$ cat src/rtl/spi_poller.sv
// Round-robin SPI master (CPHA=0): fixed-length full-duplex frames to NUM_CH devices,
// each received frame presented on rx_frame/rx_ch with a one-cycle rx_valid strobe.
module spi_poller #(
  parameter int FRAME_BITS = 40,
  parameter int NUM_CH     = 2,
  parameter int HALF_DIV   = 25,
  parameter int CS_SETUP   = 25,
  parameter int GAP        = 50000,
  parameter bit CPOL       = 1'b0,
  localparam int CH_W      = (NUM_CH > 1) ? $clog2(NUM_CH) : 1
) (
  input  logic                         clk50M,
  input  logic                         rst,
  input  logic                         enable,
  input  logic [NUM_CH*FRAME_BITS-1:0] tx_frame,
  output logic [NUM_CH-1:0]            cs_n,
  output logic                         sck,
  output logic                         mosi,
  input  logic                         miso,
  output logic [FRAME_BITS-1:0]        rx_frame,
  output logic [CH_W-1:0]              rx_ch,
  output logic                         rx_valid,
  output logic                         busy
);

  localparam logic [2:0] S_IDLE  = 3'd0;
  localparam logic [2:0] S_SETUP = 3'd1;
  localparam logic [2:0] S_XFER  = 3'd2;
  localparam logic [2:0] S_HOLD  = 3'd3;
  localparam logic [2:0] S_GAP   = 3'd4;

  localparam int CNT_MAX0 = (CS_SETUP > HALF_DIV) ? CS_SETUP : HALF_DIV;
  localparam int CNT_MAX  = (GAP > CNT_MAX0) ? GAP : CNT_MAX0;
  localparam int CNT_W    = $clog2(CNT_MAX + 1);
  localparam int BIT_W    = $clog2(FRAME_BITS);

  localparam logic [CNT_W-1:0] SETUP_LAST = CNT_W'(CS_SETUP - 1);
  localparam logic [CNT_W-1:0] HALF_LAST  = CNT_W'(HALF_DIV - 1);
  localparam logic [CNT_W-1:0] GAP_LAST   = CNT_W'(GAP - 1);
  localparam logic [BIT_W-1:0] BIT_LAST   = BIT_W'(FRAME_BITS - 1);
  localparam logic [CH_W-1:0]  CH_LAST    = CH_W'(NUM_CH - 1);

  logic [2:0]            state;
  logic [CNT_W-1:0]      cnt;
  logic [BIT_W-1:0]      bit_cnt;
  logic                  phase;
  logic [CH_W-1:0]       ch;
  logic [FRAME_BITS-1:0] tx_sh;
  logic [FRAME_BITS-1:0] rx_sh;
  logic [FRAME_BITS-1:0] tx_sel;
  logic                  start;

  always_comb begin
    tx_sel = tx_frame[FRAME_BITS-1:0];
    for (int c = 0; c < NUM_CH; c++) begin
      if (ch == CH_W'(c)) tx_sel = tx_frame[c*FRAME_BITS +: FRAME_BITS];
    end
  end

  // A new frame starts from IDLE or at the end of the gap, only while enabled.
  assign start = enable && ((state == S_IDLE) || ((state == S_GAP) && (cnt == GAP_LAST)));

  always_ff @(posedge clk50M) begin
    if (rst) begin
      state    <= S_IDLE;
      cnt      <= '0;
      bit_cnt  <= '0;
      phase    <= 1'b0;
      ch       <= '0;
      tx_sh    <= '0;
      rx_sh    <= '0;
      cs_n     <= '1;
      sck      <= CPOL;
      mosi     <= 1'b0;
      rx_frame <= '0;
      rx_ch    <= '0;
      rx_valid <= 1'b0;
      busy     <= 1'b0;
    end else begin
      rx_valid <= 1'b0;
      case (state)
        S_IDLE: ;
        S_SETUP: begin
          if (cnt == SETUP_LAST) begin
            state   <= S_XFER;
            cnt     <= '0;
            bit_cnt <= '0;
            phase   <= 1'b0;
          end else begin
            cnt <= cnt + 1'b1;
          end
        end
        S_XFER: begin
          if (cnt != HALF_LAST) begin
            cnt <= cnt + 1'b1;
          end else begin
            cnt <= '0;
            if (!phase) begin
              sck   <= ~CPOL;
              rx_sh <= {rx_sh[FRAME_BITS-2:0], miso};
              phase <= 1'b1;
            end else begin
              sck   <= CPOL;
              phase <= 1'b0;
              if (bit_cnt == BIT_LAST) begin
                state <= S_HOLD;
              end else begin
                bit_cnt <= bit_cnt + 1'b1;
                tx_sh   <= {tx_sh[FRAME_BITS-2:0], 1'b0};
                mosi    <= tx_sh[FRAME_BITS-2];
              end
            end
          end
        end
        S_HOLD: begin
          if (cnt == HALF_LAST) begin
            state    <= S_GAP;
            cnt      <= '0;
            cs_n     <= '1;
            rx_frame <= rx_sh;
            rx_ch    <= ch;
            rx_valid <= 1'b1;
            ch       <= (ch == CH_LAST) ? '0 : ch + 1'b1;
          end else begin
            cnt <= cnt + 1'b1;
          end
        end
        S_GAP: begin
          if (cnt == GAP_LAST) begin
            state <= S_IDLE;
            busy  <= 1'b0;
          end else begin
            cnt <= cnt + 1'b1;
          end
        end
        default: state <= S_IDLE;
      endcase

      if (start) begin
        state <= S_SETUP;
        cnt   <= '0;
        busy  <= 1'b1;
        cs_n  <= ~(NUM_CH'(1) << ch);
        tx_sh <= tx_sel;
        mosi  <= tx_sel[FRAME_BITS-1];
      end
    end
  end

endmodule

$ cat config.mk
export PLATFORM = sky130hd
export DESIGN_NAME = spi_poller
export DESIGN_NICKNAME = d
export VERILOG_FILES = /design/src/rtl/spi_poller.sv
export SDC_FILE = /design/constraint.sdc
export NUM_CORES = 1
export LEC_CHECK = 0
export ABC_AREA = 1
export ABC_CLOCK_PERIOD_IN_PS = 2600
export BUFFER_PORTS_ARGS = -buffer_cell sky130_fd_sc_hd__buf_2
export CORE_MARGIN = 2
export CORE_UTILIZATION = 44
export CTS_CLUSTER_DIAMETER = 100
export DETAILED_ROUTE_END_ITERATION = 12
export PLACE_DENSITY = 0.65
export SYNTH_ARGS = -nofsm -noshare
export SYNTH_HDL_FRONTEND = slang
export SYNTH_SLANG_ARGS = --single-unit
$ cat constraint.sdc
create_clock -name clk50M -period 2.6 [get_ports clk50M]
set_clock_uncertainty 0.15 [all_clocks]
set_input_delay 0.52 -clock clk50M [delete_from_list [all_inputs] [get_ports clk50M]]
set_output_delay 0.52 -clock clk50M [all_outputs]
set_load 0.02 [all_outputs]
==> results of run 1 <==
-- cell families (layout without fill, tap and decap cells) --
kind of cell / count (synthesis) / count (layout) / synth area share
compound gates: 154 / 154 / 0.136
xor+xnor: 1 / 1 / 0.00116
fa+ha+maj: 3 / 3 / 0.00497
buf+inv: 192 / 306 / 0.119
flops: 153 / 153 / 0.406
simple gates: 608 / 608 / 0.334
-- worst max-delay path: cells and delay by family, from the launching register on --
family                     cells  cell delay (ns)
and+or+nand+nor                8             1.08
DFF                            1             0.34
adders and majority gates      1             0.20
buffers and inverters          2             0.35
-- synth_stat cells, drive strengths merged --
library cell	instances	area [sq um]
ha	3	37.5
nor2	205	785
dfxtp	153	3060
clkinv	1	3.75
and3	1	6.26
clkbuf	29	109
a31oi	1	6.26
a211oi	80	611
inv	126	473
and2	1	7.51
o22ai	2	12.5
xor2	1	8.76
nand4	15	93.8
a21oi	21	139
o21ai	48	240
nand2	291	1110
o211ai	1	7.51
buf	36	312
nor3	12	71.3
nand3	80	423
or2	3	18.8
o21a	1	7.51
-- cell type report --
class                      count  area [sq um]  area share
clock buffer                  17           425      0.0482
clock inverter                15           184      0.0209
inverter                     127           477      0.0541
multi-input combinational    766          3590       0.407
sequential                   153          3060       0.347
tap                          220           275      0.0312
timing repair buffer         147           803      0.0911
-- power by group --
group          total (uW)  switching (uW)  internal (uW)  leakage [uW]
logic                1380             926            454       0.00258
registers            2660             113           2540       0.00124
clock network        2520            1070           1450      0.000289
-- layer usage --
| metal | part of all wire | routed length (um) |
|---|---|---|
| met1 | 0.51 | 8790 |
| met2 | 0.43 | 7460 |
| met3 | 0.046 | 787 |
| met4 | 0.012 | 211 |
| met5 | 0 | 0 |
-- final timing paths --
path	startpoint	endpoint	cells past startpoint
max	cnt[0]$_SDFFE_PP0P_	tx_sh[17]$_SDFFE_PP0P_	11
min reg2reg	rx_frame[33]$_SDFFE_PP0P_	rx_frame[33]$_SDFFE_PP0P_	2
max reg2reg	cnt[0]$_SDFFE_PP0P_	tx_sh[17]$_SDFFE_PP0P_	11
min	miso	rx_sh[0]$_SDFFE_PP0P_	3
-- cells in the final DEF (no fill, tap or decap), types with 2 or more instances in the layout --
master	netlist	final
clkinv_8	0	2
nand2_1	282	282
nor3_1	11	11
clkbuf_16	0	17
bufinv_16	0	2
nor2_1	201	201
dfxtp_1	153	153
a21oi_2	9	9
or2_2	3	3
nand2_2	9	9
buf_12	0	2
a211oi_1	78	78
nor2_2	3	3
nand4_1	15	15
ha_1	3	3
buf_2	15	130
inv_1	116	116
buf_4	0	15
nand3_1	77	77
inv_2	10	10
o21ai_0	44	44
o21ai_1	4	4
o22ai_1	2	2
clkinvlp_4	0	3
a21oi_1	12	12
inv_6	0	6
a211oi_2	2	2
nand3_2	2	2
-- registers in the layout, indices dropped and copies added (netlist names), 2 cells and up --
name	flops
bit_cnt	6
cs_n	2
cnt	16
state	3
rx_sh	40
rx_frame	40
tx_sh	39
-- metrics by stage --
| stage | cell area [sq um] | std cells | hold slack, ns | util |
|---|---|---|---|---|
| after floorplan | 7550 | 1111 | 0.284 | - |
| after global placement | 8210 | 1413 | 0.294 | 0.491 |
| after detailed placement | 8210 | 1413 | 0.290 | 0.491 |
| after CTS | 8820 | 1445 | 0.209 | 0.528 |
| after global routing | 8820 | 1445 | 0.212 | 0.528 |
| final | 8820 | 1445 | 0.227 | 0.528 |
==> out/metrics.csv, run 1 <==
metric,value,unit
status,"finished, final reports clean",
fillCellCount,1710,
path_class,reg -> reg,
ys_types,33,
maxClockFrequency,0.443,GHz
layout_setup_ws,0.344,ns
io_buffers,130,
min_period,2.26,ns
tightest_slew,0.668,ns
root_buffer,clkbuf_16,
p_leak,0.00411,uW
first_pass_iters,5,
die_x,135,um
cpPeakStageDelay,0.34,ns
slew_headroom,0.554,
crit_path_end_kind,register,
synth_seq_cells,153,
clkTransAtPathRegs,0.07,ns
ir_drop,477,uV
maxCapViolCount,0,
fin_nets,1299,
crit_fanout,39,
p_per_area,743,mW/mm^2
ys_seq_area_frac,0.406,
drt_iter0_markers,435,
ys_warn_count,0,
reg2reg_slack,0.34,ns
netlist_area,0.00755,sq mm
overflow,0,
diodes,0,
row_count,47,
drive_gt1_frac,0.180,
cts_resized,0,
cts_setup_buffers,0,
tns,0,ns
core-area,0.0167,sq mm
syn_avg_cell_area,6.80,sq um
wl_per_cell,11.9,um
slew_viol_final,0,
gp_congestion,0.909,
grt_pass1_wl,29.4,mm
cp-start-kind,register,
cts.sinks,153,
crit_chain,inv_1 -> ha_1 -> nand2_1 -> nor2_1 -> nand2_1 -> nor2_1 -> nand3_2 -> nand2_2 -> inv_2 -> nor2_1 -> nor2_1,
dpl.hpwl,11.4,mm
cts.path.max_buffers,2,
grt_setup_unrepaired,no,
cts_hold_buf,0,
drt_drc_violations_left,0,
syn_to_final_growth,16.8,%
h-tree-depth,4,
min_path_type,in -> reg,
synth_cells,1111,
grt_start_max_net_pins,84,
routed_wl,17.2,mm
cts_tree,done,
syn_nets,1198,
antenna_found_initial,0,
start_util,0.452,
viasPerCell,4.86,
grt_pass1_vias,6258,
setup_viol,0,
die_area,0.0182,sq mm
grt_use_met2,0.302,
use_met3,0.0357,
crit_required,2.76,ns
dieHeight,135,um
post-place-ws,0.368,ns
final_hold_viol_count,0,
cpMostUsedCell,nor2_1,
cts_buffers,17,
worstPathArrival,2.41,ns
busiest_layer,met2,
ioPinCount,131,
num_vias,7016,
ant_nets,0,
grtUsageMet1,0.274,
fin_crit_sh,0.868,
fin_total_pwr,6550,uW
critPathSlowestCell,dfxtp_1,
track_usage,0.194,
clock_latency,0.42,ns
Power figures use the tool's default switching activity.
==> run 2: changes to the inputs <==
- RECOVER_POWER: not set -> 100
==> run 2 against run 1 <==
  * Hold slack barely moved
  * Largest power group unchanged
  * Sequential power barely moved
  * Routed wire length rose by 0.19%
  * Combinational power barely moved
  * Global-route usage did not move
  * Sequential share of layout area rose by 0.36 points
==> out/metrics.csv, run 2 (same netlist as run 1, synthesis figures left out) <==
metric,value,unit
ioPinCount,131,
gp_congestion,0.909,
antenna_found_initial,0,
maxClockFrequency,0.430,GHz
r2r-start,cnt[0]$_SDFFE_PP0P_,
viasPerCell,4.85,
critPathBufInv,2,
cts_hold_buf,0,
core-area,0.0167,sq mm
mostFrequentLayoutCells,"nand2_1 (286), nor2_1 (201), dfxtp_1 (153)",
root_buffer,clkbuf_16,
crit_chain,inv_1 -> ha_1 -> nand2_1 -> nor2_1 -> nand2_1 -> nor2_1 -> nand3_1 -> nand2_1 -> inv_2 -> nor2_1 -> nor2_1,
track_usage,0.194,
slew_viol_final,0,
worst-r2r-cell-count,11,
final_hold_viol_count,0,
reg2reg_slack,0.27,ns
p_leak,0.00391,uW
dieHeight,135,um
clkTransAtPathRegs,0.07,ns
syn_to_final_growth,15.6,%
cts.path.max_buffers,2,
critPathSlowestCell,dfxtp_1,
cp-start-kind,register,
fillCellCount,1737,
grt_setup_unrepaired,no,
setup_viol,0,
fin_total_pwr,6540,uW
routed_wl,17.3,mm
start_util,0.452,
slew_headroom,0.546,
ir_drop,478,uV
fin_crit_sh,0.894,
io_buffers,130,
wl_per_cell,12.0,um
min_period,2.33,ns
num_vias,7011,
post-place-ws,0.368,ns
cpPeakStageDelay,0.35,ns
overflow,0,
multi_input_area,0.00356,sq mm
min_path_cells,3,
path_class,reg -> reg,
grt_pass1_vias,6258,
grt_pass1_wl,29.4,mm
first_pass_iters,5,
holdCritStartpoint,miso,
ant_nets,0,
cpMostUsedCell,nor2_1,
diodes,0,
crit_required,2.76,ns
die_x,135,um
drt_drc_violations_left,0,
final_common_cell,nand2_1,
min_path_type,in -> reg,
cts_tree,done,
h-tree-depth,4,
tightest_slew,0.680,ns
maxCapViolCount,0,
clock_latency,0.41,ns
dpl.hpwl,11.4,mm
crit_path_end_kind,register,
top_regs,"rx_frame (40), rx_sh (40), tx_sh (39)",
layout_setup_ws,0.275,ns
hold_end,rx_sh[0]$_SDFFE_PP0P_,
worstPathArrival,2.49,ns
row_count,47,
fin_nets,1299,
die_area,0.0182,sq mm
drt_iter0_markers,409,
tns,0,ns
r2r-end,tx_sh[28]$_SDFFE_PP0P_,
drive_gt1_frac,0.133,
grt_start_max_net_pins,84,
crit_fanout,39,
cts_resized,0,
cts.sinks,153,
cts_buffers,17,
register_area,0.00306,sq mm
p_per_area,749,mW/mm^2
status,"finished, final reports clean",
cpLargestDelayFamily,simple AND/OR/NAND/NOR gates,
cts_setup_buffers,0,
==> run 2: worst max-delay path by stage <==
stage | end | startpoint | cells past startpoint | slack (ns)
6_report | tx_sh[28]$_SDFFE_PP0P_ | cnt[0]$_SDFFE_PP0P_ | 11 | 0.27
5_1_grt | cnt[3]$_SDFFE_PP0P_ | cnt[0]$_SDFFE_PP0P_ | 11 | 0.05
4_1_cts | tx_sh[8]$_SDFFE_PP0P_ | cnt[0]$_SDFFE_PP0P_ | 11 | 0.36
2_1_floorplan | state[1]$_SDFFE_PP0P_ | cnt[0]$_SDFFE_PP0P_ | 14 | 0.70
3_3_place_gp | tx_sh[7]$_SDFFE_PP0P_ | cnt[0]$_SDFFE_PP0P_ | 11 | 0.40
3_5_place_dp | tx_sh[8]$_SDFFE_PP0P_ | cnt[0]$_SDFFE_PP0P_ | 11 | 0.37
==> run 2: per-stage QoR <==
step | hold slack, ns | util | cells | instance area (sq um)
CTS | 0.209 | 0.528 | 1445 | 8820
detailed placement | 0.290 | 0.491 | 1413 | 8210
global placement | 0.294 | 0.491 | 1413 | 8210
floorplan | 0.284 | - | 1111 | 7550
finish | 0.227 | 0.523 | 1445 | 8730
global route | 0.212 | 0.523 | 1445 | 8730
==> run 2: where the power goes <==
group | internal, uW | total (uW) | switching, uW
registers | 2540 | 2660 | 113
logic | 442 | 1360 | 913
clock network | 1450 | 2530 | 1070
==> run 2: cell type report <==
class / instances / share of cell area
Timing Repair Buffer: 147 / 0.0850
Clock buffer: 17 / 0.0487
Multi-Input combinational cell: 766 / 0.408
Sequential cell: 153 / 0.351
Clock inverter: 15 / 0.0211
Tap cell: 220 / 0.0315
Inverter: 127 / 0.0546
==> run 2: layer usage <==
metal | GRT usage | share of wire
met5 | 0 | 0
met4 | 0.0584 | 0.011
met3 | 0.0357 | 0.043
met2 | 0.302 | 0.43
met1 | 0.274 | 0.51
==> run 2: worst reg2reg max path, cell delays in order, from the launching register on <==
cell and delay, ns:
dfxtp_1 0.35, inv_1 0.11, ha_1 0.20, nand2_1 0.07, nor2_1 0.09, nand2_1 0.07, nor2_1 0.26, nand3_1 0.21
nand2_1 0.17, inv_2 0.27, nor2_1 0.22, nor2_1 0.06
